$ cat src/rtl/demux_pkg.sv
// demux_pkg
// Shared constants and helpers for the 1-to-8 lane demultiplexer.
//   N_OUT     : number of output lanes
//   SEL_W     : width of the lane select
//   lane_mask : one-hot lane mask for a given select value
package demux_pkg;

    localparam int N_OUT = 8;
    localparam int SEL_W = 3;

    // One-hot lane mask: bit k is set when sel == k.
    function automatic logic [N_OUT-1:0] lane_mask(input logic [SEL_W-1:0] sel);
        logic [N_OUT-1:0] mask;
        mask      = '0;
        mask[sel] = 1'b1;
        return mask;
    endfunction

endpackage

$ cat src/rtl/demux_1x2.sv
// demux_1x2
// Combinational 1-to-2 demultiplexer stage.
//   i  : data in
//   s  : select (0 -> y0, 1 -> y1)
//   y0 : lane 0, zero when not selected
//   y1 : lane 1, zero when not selected
module demux_1x2
    import demux_pkg::*;
#(
    parameter int DATA_W = 1
) (
    input  logic [DATA_W-1:0] i,
    input  logic              s,
    output logic [DATA_W-1:0] y0,
    output logic [DATA_W-1:0] y1
);

    logic [1:0] mask;

    // Low two bits of the shared mask decode a 1-bit select.
    assign mask = 2'(lane_mask({2'b00, s}));

    assign y0 = mask[0] ? i : '0;
    assign y1 = mask[1] ? i : '0;

endmodule

$ cat src/rtl/demux_1x4.sv
// demux_1x4
// Combinational 1-to-4 demultiplexer stage.
//   i      : data in
//   s1, s0 : select, s0 is the LSB
//   y0..y3 : lanes, only the selected one carries i
module demux_1x4
    import demux_pkg::*;
#(
    parameter int DATA_W = 1
) (
    input  logic [DATA_W-1:0] i,
    input  logic              s1,
    input  logic              s0,
    output logic [DATA_W-1:0] y0,
    output logic [DATA_W-1:0] y1,
    output logic [DATA_W-1:0] y2,
    output logic [DATA_W-1:0] y3
);

    logic [3:0]        mask;
    logic [DATA_W-1:0] lanes [4];

    assign mask = 4'(lane_mask({1'b0, s1, s0}));

    generate
        for (genvar gi = 0; gi < 4; gi++) begin : g_lane
            assign lanes[gi] = mask[gi] ? i : '0;
        end
    endgenerate

    assign y0 = lanes[0];
    assign y1 = lanes[1];
    assign y2 = lanes[2];
    assign y3 = lanes[3];

endmodule

$ cat src/rtl/demux_1x8_sync.sv
// demux_1x8_sync
// Registered 1-to-8 demultiplexer built as a 1x2 stage on s2 feeding two
// 1x4 stages on {s1,s0}, followed by an output register.
//   clk        : rising-edge clock
//   rst        : asynchronous active-high reset, clears y (and sel_q)
//   en         : register update enable, hold when low
//   i          : data to steer
//   s2, s1, s0 : lane select, s0 is the LSB
//   y          : 8 lanes, lane k = y[k*DATA_W +: DATA_W]
//   sel_q      : captured select, present only with DEMUX_1X8_SEL_OUT_EN
module demux_1x8_sync
    import demux_pkg::*;
#(
    parameter int DATA_W = 1
) (
    input  logic                      clk,
    input  logic                      rst,
    input  logic                      en,
    input  logic [DATA_W-1:0]         i,
    input  logic                      s0,
    input  logic                      s1,
    input  logic                      s2,
    output logic [N_OUT*DATA_W-1:0]   y
`ifdef DEMUX_1X8_SEL_OUT_EN
    ,
    output logic [SEL_W-1:0]          sel_q
`endif
);

    logic [DATA_W-1:0]       lo_data;
    logic [DATA_W-1:0]       hi_data;
    logic [DATA_W-1:0]       lane [N_OUT];
    logic [N_OUT*DATA_W-1:0] y_next;
    logic [N_OUT*DATA_W-1:0] y_reg;

    // MSB picks the half, then each half decodes {s1,s0}.
    demux_1x2 #(.DATA_W(DATA_W)) u_stage_s2 (
        .i  (i),
        .s  (s2),
        .y0 (lo_data),
        .y1 (hi_data)
    );

    demux_1x4 #(.DATA_W(DATA_W)) u_stage_lo (
        .i  (lo_data),
        .s1 (s1),
        .s0 (s0),
        .y0 (lane[0]),
        .y1 (lane[1]),
        .y2 (lane[2]),
        .y3 (lane[3])
    );

    demux_1x4 #(.DATA_W(DATA_W)) u_stage_hi (
        .i  (hi_data),
        .s1 (s1),
        .s0 (s0),
        .y0 (lane[4]),
        .y1 (lane[5]),
        .y2 (lane[6]),
        .y3 (lane[7])
    );

    generate
        for (genvar gi = 0; gi < N_OUT; gi++) begin : g_pack
            assign y_next[gi*DATA_W +: DATA_W] = lane[gi];
        end
    endgenerate

    always_ff @(posedge clk or posedge rst) begin
        if (rst) begin
            y_reg <= '0;
        end else if (en) begin
            y_reg <= y_next;
        end
    end

    assign y = y_reg;

`ifdef DEMUX_1X8_SEL_OUT_EN
    logic [SEL_W-1:0] sel_reg;

    always_ff @(posedge clk or posedge rst) begin
        if (rst) begin
            sel_reg <= '0;
        end else if (en) begin
            sel_reg <= {s2, s1, s0};
        end
    end

    assign sel_q = sel_reg;
`endif

endmodule

$ cat config.mk
export PLATFORM = sky130hd
export DESIGN_NAME = demux_1x8_sync
export DESIGN_NICKNAME = d
export VERILOG_FILES = /design/src/rtl/demux_pkg.sv /design/src/rtl/demux_1x2.sv /design/src/rtl/demux_1x4.sv /design/src/rtl/demux_1x8_sync.sv
export SDC_FILE = /design/constraint.sdc
export NUM_CORES = 1
export LEC_CHECK = 0
export CAP_MARGIN = 25
export CORE_AREA = 2 2 39 41
export CTS_CLUSTER_SIZE = 12
export DETAILED_ROUTE_END_ITERATION = 7
export DIE_AREA = 0 0 41 43
export GPL_ROUTABILITY_DRIVEN = 0
export HOLD_SLACK_MARGIN = 0.06
export PLACE_DENSITY = 0.53
export SETUP_SLACK_MARGIN = 0.15
export SLEW_MARGIN = 40
export SYNTH_ARGS = -nofsm -noshare
export SYNTH_HDL_FRONTEND = slang
export SYNTH_SLANG_ARGS = --single-unit
$ cat constraint.sdc
create_clock -name clk -period 0.95 [get_ports clk]
set_input_delay 0.095 -clock clk [delete_from_list [all_inputs] [get_ports clk]]
set_output_delay 0.095 -clock clk [all_outputs]
set_load 0.005 [all_outputs]
Word-level counts from Yosys, hierarchy flattened. Cells that the tools add are included.

$lt $le $gt $ge: 4. Muxes and demuxes: 14. Reductions and logical operators: 2.

Operator list (number): 1-bit 2-to-1 mux (12); 1-bit by 4-bit less-than comparator with 1-bit output (second input constant) (1); 2-bit by 4-bit less-than comparator with 1-bit output (second input constant) (1); 1-bit demux with 2-bit select (1); 2-bit by 1-bit >= comparator with 1-bit output (second input constant) (1); 1-bit logical AND (2); 1-bit demux with 1-bit select (1); 1-bit >= comparator (second input constant) (1).

Register bits after elaboration: 8.

Depth between registers and ports, before layout.
Depth in word-level cells: 6. Depth in mapped cells: 3. Depth with buffers taken out: 2.

Cells and area by module. From an unflattened synthesis, not the netlist that was laid out.

Cells, all modules: 28. Area, all modules: 426.7 um2.

By module, submodules not included: demux_1x8_sync (times used 1, cells an instance 18, area an instance 335.3 um2, seq. area each 200.2 um2); demux_1x4 (times used 2, cells an instance 4, area an instance 37.5 um2, seq. area each 0.0 um2); demux_1x2 (times used 1, cells an instance 2, area an instance 16.3 um2, seq. area each 0.0 um2).

Least setup slack after synthesis. Ideal clock, no wire load.

Path type: register to register. From: register y[5] (netlist name). To: register y_reg[5], in the netlist y[5]. Setup time: 0.120 ns. Arrival: 0.696 ns. Data required time: 0.830 ns. Path slack: 0.133 ns. Stages on the path, launching flop included: 3. Period minus slack after synthesis: 0.817 ns. Path through: dfrtp_1 > and2b_1 > a41o_1.

RTL lines: end signal, assigned (line demux_1x8_sync.sv:74) `y_reg <= y_next;`; end, declared (line demux_1x8_sync.sv:34) `logic [N_OUT*DATA_W-1:0] y_reg;`.

==> impl_results.md <==
- Synth area leaders: dfrtp_1 52%, nor2b_1 8.2%, a41o_1 7.9%, and2b_1 7.9%, a31o_1 4.6%
- Compound-cell area share of the yosys netlist: 17.7%
- Final net count: 67
- # IOs: 15
- Crit. End Element: register
- Commonest cells in the netlist: 8 x dfrtp_1, 5 x nor2b_1, 4 x and2b_1
- Worst-Margin Slew: 311 ps
- Main flop type after synthesis: dfrtp_1
- Initial antenna violation count: 0
- Worst hold-check path type: in2async
- Worst Setup SP: y[4]
- Layout area overhead: 67.2%
- Starting Density: 27.6%
- Global-route wire length before repair: 1.53 mm
- Clock sinks: 8
- Avg WL per Cell: 12.8 µm
- Crit path launch type: register
- DP Wirelength: 715 µm
- Vias per cell: 4.77
- CTS Buffer Depth: 2
- Setup WS post-layout: 27.8 ps
- Final Critical Period: 922 ps
- Synth Area in Adders: 0%
- Post-synthesis net count: 38
- Placed Cells: 66
- Port-buffer cells: 14
- RSZ-0062 raised after global routing: yes
- FP Rows: 14
- Syn Inst Count: 31
- Die W: 41 µm
- Arr. time, crit path: 1060 ps
- Clock skew: 0 ps
- Cts bufs inserted: 3
- Asr flop ratio synth: 100%
- Setup CP Type: reg2reg
- XOR/XNOR Fraction of Synth Area: 0%
- Flop2flop setup slack: 30 ps
- Worst-skew pair later-pin latency: 260 ps
- Most frequent cell after synthesis: dfrtp_1
- Leak: 0.370 nW
- DRT Pass-1 Iters: 3
- Crit path max fanout: 2
- Root buffer cell: clkbuf_4
- CTS clk-pin slew, worst paths: 50 ps
- Synth cell types: 13
- Max reg flops: 8
- Total Routing Usage GR: 13.1%
- Outcome: complete, no violations
- Yosys top cell area share: 52.5%
- Dpl cell area: 576 µm²
- Post-Syn Area: 382 µm²
- Critical R2R Launch: y[4]
- Post-synth EDFFs: 0
- Yosys reg bits: 8
- H-tree depth: 1
- Area of the die: 1760 µm²
- R2R depth: 3
- Design Area, Final: 638 µm²
- Max-slew violations: 0
- Final period utilization: 97.1%
- Max transition margin: 79.2%
- Remaining antenna violation count: 0
- # fillers: 148
- CTS tree: built
- Drt first-iter violations: 2
- Worst setup path endpoint: y[4]
- Vias in the first global route: 379
- Reg-to-reg endpoint: y[4]
- Max IR drop VDD: 0.434 mV
- CP required: 1090 ps
- Mean Syn Cell Area: 12.3 µm²
- YS warnings: 0
- Total grt overflow: 0
- Cell area power density: 1190 nW/µm²
- Largest family of logic cells by synthesized area: simple AND/OR/NAND/NOR gates
- Max-Cap Viols: 0
- Final hold viol count: 0
- Diodes inserted: 0
- Share of layout cells above drive strength 1: 51.7%
- Routed WL: 950 µm
- Mux contribution to synthesized area: 2.62%
- Setup TNS Final: 0 ps
- Largest net degree at the start of global routing: 9
- Post-Layout Cell Count: 74
- Die height: 43 µm
- Synth Area in Simple Gates: 22.3%
- Placeable Area: 1380 µm²
- Synth area leader: dfrtp_1
- Pre-CTS setup slack: -278 ps
- Residual DRC: 0
- Post-synthesis sequential area ratio: 52.5%
- Vias: 353
- Top achievable clock speed: 1080 MHz
- Final setup viols: 0
[cells by family after synthesis]
kind of cell | after synthesis
flip-flops | 8
AND/OR/NAND/NOR | 12
AO/OA/AOI/OAI | 7
multiplexers | 1
buffers and inverters | 3
[per-stage QoR]
| stage | util (%) | hold WS [ps] | power, mW |
|---|---|---|---|
| after floorplan | - | -89.3 | 0.409 |
| after global placement | 41.6 | 362 | 0.492 |
| after detailed placement | 41.6 | 374 | 0.494 |
| after CTS | 42.4 | 99.8 | 0.754 |
| after global routing | 46.1 | 124 | 0.816 |
| final | 46.1 | 87.6 | 0.758 |
[report_power, final]
part	internal [mW]	leakage (nW)	switching, mW
Combinational	0.0800	0.246	0.0592
Sequential	0.353	0.110	0.00599
Clock	0.144	0.0138	0.115
Total	0.578	0.370	0.180
[cell usage in the layout, fill, tap and decap left out]
cell type        n
buf_4            9
buf_2            8
dfrtp_1          8
nor2b_4          6
and2b_1          4
dlygate4sd2_1    4
a41o_1           3
clkbuf_4         3
a31o_1           2
inv_1            2
buf_6            2
nand4_1          1
mux2i_1          1
a41o_2           1
nor2_1           1
a31o_2           1
dlymetal6s2s_1   1
clkdlybuf4s50_1  1
[layout make-up]
class                      instances  area (µm²)  share of cell area [%]
clock buffer                       3        22.5                    3.53
tap                               16        20.0                    3.14
sequential                         8         200                    31.4
multi-input combinational         20         200                    31.4
inverter                           2        7.51                    1.18
timing repair buffer              25         188                    29.4
[routing by layer]
layer  share of wire, %  GRT usage, %  vias up
met5                  0             0        -
met4                2.0          8.00        0
met3                7.5          3.14        3
met2                 51          20.6       13
met1                 40          15.1      171
li1                   -             -      166
[repair_timing]
action                                  in CTS  in global routing
pin swaps                                    0                  0
resized for setup                           37                 12
hold buffers                                 0                  0
endpoints found under the setup margin      16                 16
buffers inserted                             4                  1
[worst min path at each step]
stage | startpoint | to | slack [ps]
5_1_grt | rst | y[3] | 120
2_1_floorplan | rst | y[0] | -90
6_report | rst | y[3] | 90
3_5_place_dp | rst | y[2] | 370
3_3_place_gp | rst | y[7] | 360
4_1_cts | rst | y[3] | 100
[critical path, cell delays in order, from the launching register on]
cell and delay (ps):
dfrtp_1 370, buf_4 130, nor2b_4 110, a41o_1 200
Note: power is estimated with default switching activity, not from simulation.
